### src/rtl/calculation_unit_fraction_divider_if.sv
`timescale 1ns / 1ps
`default_nettype none
// +----------------------------------------------------------------------------+
// | Module  : calculation_unit_fraction_divider_if                             |
// | Brief   : Operand/result handshake bundle for the fraction divider.        |
// | Revision: 1.0                                                              |
// +----------------------------------------------------------------------------+

interface calculation_unit_fraction_divider_if #(
  parameter int QUOTIENT_WIDTH = 49
);
  logic                      start_valid;
  logic                      start_ready;
  logic [23:0]               fraction_a;
  logic [23:0]               fraction_b;
  logic                      result_valid;
  logic                      result_ready;
  logic [QUOTIENT_WIDTH-1:0] fraction_quotient;
  logic                      divide_by_zero;

  modport master (
    output start_valid,
    output fraction_a,
    output fraction_b,
    output result_ready,
    input  start_ready,
    input  result_valid,
    input  fraction_quotient,
    input  divide_by_zero
  );

  modport slave (
    input  start_valid,
    input  fraction_a,
    input  fraction_b,
    input  result_ready,
    output start_ready,
    output result_valid,
    output fraction_quotient,
    output divide_by_zero
  );
endinterface

`default_nettype wire

### src/rtl/calculation_unit_fraction_divider.sv
`timescale 1ns / 1ps
`default_nettype none
// +----------------------------------------------------------------------------+
// | Module  : calculation_unit_fraction_divider                                |
// | Brief   : Radix-2 restoring divider, 1.23 / 1.23 -> 2.(QW-2) plus sticky,  |
// |           one quotient bit per clock. Optional early termination on a     |
// |           zero remainder: CALCULATION_UNIT_DIVIDER_EARLY_TERMINATION_EN.   |
// | Revision: 1.0                                                              |
// +----------------------------------------------------------------------------+

module calculation_unit_fraction_divider #(
  parameter int QUOTIENT_WIDTH = 49
) (
  input  logic                                 clk,
  input  logic                                 reset_n,
  calculation_unit_fraction_divider_if.slave   bus
);

  localparam int c_cnt_w = $clog2(QUOTIENT_WIDTH);
  localparam logic [c_cnt_w-1:0] c_cnt_init = c_cnt_w'(QUOTIENT_WIDTH - 1);

  typedef enum logic [1:0] {
    S_IDLE = 2'd0,
    S_RUN  = 2'd1,
    S_DIV0 = 2'd2,
    S_DONE = 2'd3
  } state_t;

  state_t r_state;
  state_t w_state_next;

  logic                      r_ready_en;
  logic [23:0]               r_div;
  logic [25:0]               r_rem;
  logic [c_cnt_w-1:0]        r_cnt;
  logic [QUOTIENT_WIDTH-1:0] r_q;
  logic [QUOTIENT_WIDTH-1:0] r_quotient;
  logic                      r_dbz;

  logic                      w_start_ready;
  logic                      w_result_valid;
  logic                      w_accept;
  logic                      w_b_zero;
  logic                      w_first;
  logic                      w_last;
  logic [25:0]               w_sub_op;
  logic [26:0]               w_diff;
  logic                      w_qbit;
  logic [25:0]               w_rem_sel;
  logic [25:0]               w_rem_next;
  logic                      w_rem_zero;
  logic                      w_run_finish;
  logic [QUOTIENT_WIDTH-1:0] w_q_upd;

  assign w_b_zero = (bus.fraction_b == 24'd0);
  assign w_accept = w_start_ready & bus.start_valid;

  // The first step weighs 2 (compare against 2b, no shift) so the remainder
  // afterwards is directly comparable with b at unit weight.
  always_comb begin
    w_first    = (r_cnt == c_cnt_init);
    w_last     = (r_cnt == '0);
    w_sub_op   = w_first ? {1'b0, r_div, 1'b0} : {2'b00, r_div};
    w_diff     = {1'b0, r_rem} - {1'b0, w_sub_op};
    w_qbit     = ~w_diff[26];
    w_rem_sel  = w_qbit ? w_diff[25:0] : r_rem;
    w_rem_next = w_first ? w_rem_sel : {w_rem_sel[24:0], 1'b0};
    w_rem_zero = (w_rem_sel == '0);
    w_q_upd        = r_q;
    w_q_upd[r_cnt] = w_qbit;
    if (w_last && !w_rem_zero) begin
      w_q_upd[0] = 1'b1;
    end
`ifdef CALCULATION_UNIT_DIVIDER_EARLY_TERMINATION_EN
    w_run_finish = w_last | w_rem_zero;
`else
    w_run_finish = w_last;
`endif
  end

  always_ff @(posedge clk or negedge reset_n) begin
    if (!reset_n) begin
      r_state <= S_IDLE;
    end else begin
      r_state <= w_state_next;
    end
  end

  always_comb begin
    w_state_next   = r_state;
    w_start_ready  = 1'b0;
    w_result_valid = 1'b0;
    case (r_state)
      S_IDLE: begin
        w_start_ready = r_ready_en;
        if (r_ready_en && bus.start_valid) begin
          w_state_next = w_b_zero ? S_DIV0 : S_RUN;
        end
      end
      S_RUN: begin
        if (w_run_finish) begin
          w_state_next = S_DONE;
        end
      end
      S_DIV0: begin
        w_state_next = S_DONE;
      end
      S_DONE: begin
        w_result_valid = 1'b1;
        if (bus.result_ready) begin
          w_state_next = S_IDLE;
        end
      end
      default: begin
        w_state_next = S_IDLE;
      end
    endcase
  end

  // r_ready_en keeps start_ready low until the first edge after reset release.
  always_ff @(posedge clk or negedge reset_n) begin
    if (!reset_n) begin
      r_ready_en <= 1'b0;
      r_div      <= '0;
      r_rem      <= '0;
      r_cnt      <= '0;
      r_q        <= '0;
      r_quotient <= '0;
      r_dbz      <= 1'b0;
    end else begin
      r_ready_en <= 1'b1;
      if (w_accept) begin
        r_div <= bus.fraction_b;
        r_rem <= {2'b00, bus.fraction_a};
        r_cnt <= c_cnt_init;
        r_q   <= '0;
        if (w_b_zero) begin
          r_quotient <= '1;
          r_dbz      <= 1'b1;
        end
      end else if (r_state == S_RUN) begin
        r_rem <= w_rem_next;
        r_cnt <= r_cnt - c_cnt_w'(1);
        r_q   <= w_q_upd;
        if (w_run_finish) begin
          r_quotient <= w_q_upd;
          r_dbz      <= 1'b0;
        end
      end
    end
  end

  assign bus.start_ready       = w_start_ready;
  assign bus.result_valid      = w_result_valid;
  assign bus.fraction_quotient = r_quotient;
  assign bus.divide_by_zero    = r_dbz;

endmodule

`default_nettype wire
### src/flat_wrapper.sv
// flat-port wrapper written by rule: the top's interface ports become plain ports
module calculation_unit_fraction_divider_flat 
#(
  parameter int QUOTIENT_WIDTH = 49
)
  (clk, reset_n, bus_start_valid, bus_fraction_a, bus_fraction_b, bus_result_ready, bus_start_ready, bus_result_valid, bus_fraction_quotient, bus_divide_by_zero);
  calculation_unit_fraction_divider_if #(.QUOTIENT_WIDTH(QUOTIENT_WIDTH)) bus_i ();
  input  logic clk;
  input  logic reset_n;
  input wire logic [$bits(bus_i.start_valid)-1:0] bus_start_valid;
  input wire logic [$bits(bus_i.fraction_a)-1:0] bus_fraction_a;
  input wire logic [$bits(bus_i.fraction_b)-1:0] bus_fraction_b;
  input wire logic [$bits(bus_i.result_ready)-1:0] bus_result_ready;
  output wire logic [$bits(bus_i.start_ready)-1:0] bus_start_ready;
  output wire logic [$bits(bus_i.result_valid)-1:0] bus_result_valid;
  output wire logic [$bits(bus_i.fraction_quotient)-1:0] bus_fraction_quotient;
  output wire logic [$bits(bus_i.divide_by_zero)-1:0] bus_divide_by_zero;
  assign bus_i.start_valid = bus_start_valid;
  assign bus_i.fraction_a = bus_fraction_a;
  assign bus_i.fraction_b = bus_fraction_b;
  assign bus_i.result_ready = bus_result_ready;
  assign bus_start_ready = bus_i.start_ready;
  assign bus_result_valid = bus_i.result_valid;
  assign bus_fraction_quotient = bus_i.fraction_quotient;
  assign bus_divide_by_zero = bus_i.divide_by_zero;
  calculation_unit_fraction_divider #(.QUOTIENT_WIDTH(QUOTIENT_WIDTH)) u_core (.clk(clk), .reset_n(reset_n), .bus(bus_i));
endmodule
### config.mk
export PLATFORM = sky130hd
export DESIGN_NAME = calculation_unit_fraction_divider_flat
export DESIGN_NICKNAME = d
export VERILOG_FILES = /design/src/rtl/calculation_unit_fraction_divider_if.sv /design/src/rtl/calculation_unit_fraction_divider.sv /design/src/flat_wrapper.sv
export SDC_FILE = /design/constraint.sdc
export NUM_CORES = 1
export LEC_CHECK = 0
export ABC_AREA = 0
export CAP_MARGIN = 20
export CELL_PAD_IN_SITES_DETAIL_PLACEMENT = 1
export CELL_PAD_IN_SITES_GLOBAL_PLACEMENT = 1
export CORE_MARGIN = 5
export CORE_UTILIZATION = 47
export CTS_BUF_LIST = sky130_fd_sc_hd__clkbuf_4 sky130_fd_sc_hd__clkbuf_8 sky130_fd_sc_hd__clkbuf_16
export CTS_CLUSTER_SIZE = 24
export DETAILED_ROUTE_END_ITERATION = 8
export GPL_TIMING_DRIVEN = 0
export PLACE_DENSITY_LB_ADDON = 0.1
export SYNTH_ARGS = -nofsm -noshare
export SYNTH_HDL_FRONTEND = slang
export SYNTH_SLANG_ARGS = --single-unit
### constraint.sdc
create_clock -name clk -period 9.97 [get_ports clk]
set_clock_uncertainty 0.15 [all_clocks]
set_input_delay 0.997 -clock clk [delete_from_list [all_inputs] [get_ports clk]]
set_output_delay 0.997 -clock clk [all_outputs]
set_load 0.03 [all_outputs]
==> results.md <==
- Synthesis warning total: 0
- Buffers added on ports: 103
- Core ar.: 21,000 um2
- CTS clk-pin slew, worst paths: around 0.080 ns
- Synth cell count leaders: nor2_1 (180), nand2_1 (164), dfrtp_1 (158)
- Worst-path fanout max: 10
- Height of the die: 156 um
- Nets: 1,376
- Final Wtd Congestion: 0.914
- # Post-CTS Setup Buffers: 0
- Fmax: 148 MHz
- Clock Latency Late Sink: 0.44 ns
- Combinational power share: 0.667
- H-Tree Depth: 4
- Layout cell share with drive strength beyond 1: 0.0620
- Cts hold-fix bufs: 0
- Critical R2R Capture: u_core.r_q[40]
- Worst rel slew slack: 0.272
- Arrival time of the worst setup path: 6.89 ns
- Fillcell total: 2,505
- Post-synth EDFFs: 0
- CTS sink count: 158
- Synth Register Bits: roughly 160
- Worst Hold Class: primary input to asynchronous set/reset pin
- Initial Utilization: 0.477
- Vias in the first global route: about 10,000
- Diodes inserted: 0
- Share of power burned in registers: 0.203
- Die Wd: around 160 um
- Clk buf depth: 2
- Top FF cell, synth: dfrtp_1
- Async SR Flop Fraction: 1.00
- Post-Route WL: 34,500 um
- Worst VDD drop: 170 uV
- Sw Pwr: 0.00269 W
- Crit path kind: register to register
- Synth Area per Inst: between 8 and 9 um2
- Die area: between 20,000 and 25,000 um2
- CP Launch Point: u_core.r_cnt[0]
- Setup_tns: 0 ns
- Synth area leaders: dfrtp_1 (40%), mux2i_1 (9.8%), nor2_1 (6.8%)
- Root buffer cell: clkbuf_16
- Clock tree from TritonCTS: yes
- GR Overflow Total: 0
- Clock share of power: 0.130
- Mapped Nets: 1,251
- Vias: 9,553
- Post_cts resized: 0
- Vias per cell: 6.04
- Top-count cell post-synth: nor2_1
- First-pass GRT wire length: 55,200 um
- Post-synthesis sequential area ratio: 0.396
- Final setup viols: 0
- Initial antenna violation count: 1
- Detailed placement HPWL: 25,400 um
- I/O pin total: 104
- Post-synth top area share: 0.396
- Post-Syn Instances: 1,168
- Worst Setup EP: u_core.r_q[40]
- Final-report max-slew violation count: 0
- Outcome: complete, no violations
- Register area: 3950 um2
- Minimum clock period after layout: about 6.8 ns
- P_int: 0.00248 W
- Unrepaired setup endpoints after global routing: no
- Post-synth top area cell: dfrtp_1
- Post-route cell area: 12,000 um2
- Area grow syn2layout: 20.3%
- Worst-Margin Slew: 1.08 ns
- P per Cell Area: ~430 nW/um2
- Startpoint types: register
- Pleak: 5.13 nW
- Dpl cell area: ~11,000 um2
- Max-cap violation count: 0
- Wire per inst: 21.8 um
- Post-Syn Area: 9990 um2
- Final hold violations: 0
- CP endpoint kind: register
- Drt first pass iters: 5
- Gr usage total: 0.288
- DRC viols: 0
- R2R Path Start: u_core.r_cnt[0]
- Flop-to-flop setup slack: 3.22 ns
- Switching share of power: 0.520
- # rows: 53
- Post-DRT Antenna Nets: 0
- Crit path required time: a little over 10 ns
- Fin crit share: 0.678
- Total CTS buffers: 17
- FF-to-FF path depth: 20
- 1st-iter DRT viols: 518
- Largest net degree at the start of global routing: 117
- Multi-input logic area: about 5700 um2
- Distinct cells, synth: between 80 and 90
cell families after synthesis:
group | share of synthesized area
muxes | 0.104
and+or+nand+nor | 0.207
adders and majority gates | 0.0396
DFF | 0.396
AOI/OAI and AO/OA | 0.198
buffers and inverters | 0.0376
other | 0.000375
xor gates and xnor gates | 0.0175
stage by stage:
step / total power [W] / std cells / setup WS, ns / hold slack, ns / util
3_5_place_dp: 0.00442 / 1549 / 3.41 / 0.347 / 0.544
3_3_place_gp: 0.00431 / 1546 / 0.970 / 0.328 / 0.542
2_1_floorplan: 0.00345 / 1168 / 4.94 / 0.309 / -
6_report: 0.00517 / 1581 / 3.22 / 0.270 / 0.573
5_1_grt: 0.00552 / 1581 / 2.83 / 0.291 / 0.573
4_1_cts: 0.00514 / 1581 / 3.26 / 0.285 / 0.573
cells in the final DEF, fill, tap and decap left out, drive strengths merged, types with 4 or more instances in the layout:
master         count
nor2             180
nand2            167
dfrtp            158
clkdlybuf4s50    102
mux2i             98
a21oi             90
o21ai             85
clkbuf            68
buf               34
ha                30
nor3              23
a31oi             21
a211oi            18
nor4              17
inv               17
o311ai            16
o31a              16
nand3             13
xor2              11
a21o              10
nor3b             10
xnor2              9
or3                7
nand2b             7
clkinv             7
and3               6
nor2b              6
nand4              6
and2               5
a221o              5
o21a               4
o211ai             4
o21bai             4
sequential cells by signal (all words and copies together), names as in the netlist:
signal	count
u_core.r_ready_en	1
u_core.r_q	49
u_core.r_state	2
u_core.r_cnt	6
u_core.bus.divide_by_zero	1
u_core.bus.fraction_quotient	49
u_core.r_div	24
u_core.r_rem	26
final cells by class:
class,count,share of cell area
clock inverter,14,0.0141
inverter,11,0.00344
tap,275,0.0286
timing repair buffer,106,0.0894
sequential,158,0.329
multi-input combinational,919,0.471
buffer,80,0.0278
clock buffer,18,0.0366
worst max-delay path, stage by stage (launching register included):
cell      delay, ns
dfrtp_1        0.36
clkbuf_1       0.20
inv_1          0.17
ha_1           0.18
nor3b_1        0.48
and3_1         0.23
clkbuf_1       0.31
clkbuf_1       0.50
clkbuf_1       0.57
mux2i_1        0.52
ha_1           0.32
clkbuf_2       0.16
a21oi_1        0.31
o41ai_4        0.17
a31oi_4        0.22
a21boi_2       0.13
nor2_1         0.18
buf_2          0.29
buf_1          0.53
buf_1          0.45
a211oi_1       0.15
worst min path at each step:
stage | end | slack (ns) | depth (start not counted)
final | u_core.bus.fraction_quotient[42] | 0.27 | 1
after global routing | u_core.bus.fraction_quotient[42] | 0.29 | 1
after CTS | u_core.bus.fraction_quotient[42] | 0.28 | 1
after detailed placement | u_core.r_div[15] | 0.35 | 2
after global placement | u_core.r_div[0] | 0.33 | 2
after floorplan | u_core.r_div[0] | 0.31 | 2
power groups by stage:
| stage | sequential (W) | combinational (W) | clock (W) |
|---|---|---|---|
| final | 0.00105 | 0.00345 | 0.000671 |
| after global routing | 0.00108 | 0.00374 | 0.000710 |
| after detailed placement | 0.00106 | 0.00336 | 0 |
| after floorplan | 0.00103 | 0.00242 | 0 |
| after global placement | 0.00105 | 0.00326 | 0 |
| after CTS | 0.00105 | 0.00341 | 0.000679 |
per-layer routing:
metal,vias up,part of all wire,global-route usage
met4,0,0.050,0.140
met5,-,0,0
met1,4803,0.41,0.350
li1,4423,-,-
met2,240,0.50,0.503
met3,87,0.035,0.0416
Power figures use the tool's default switching activity.
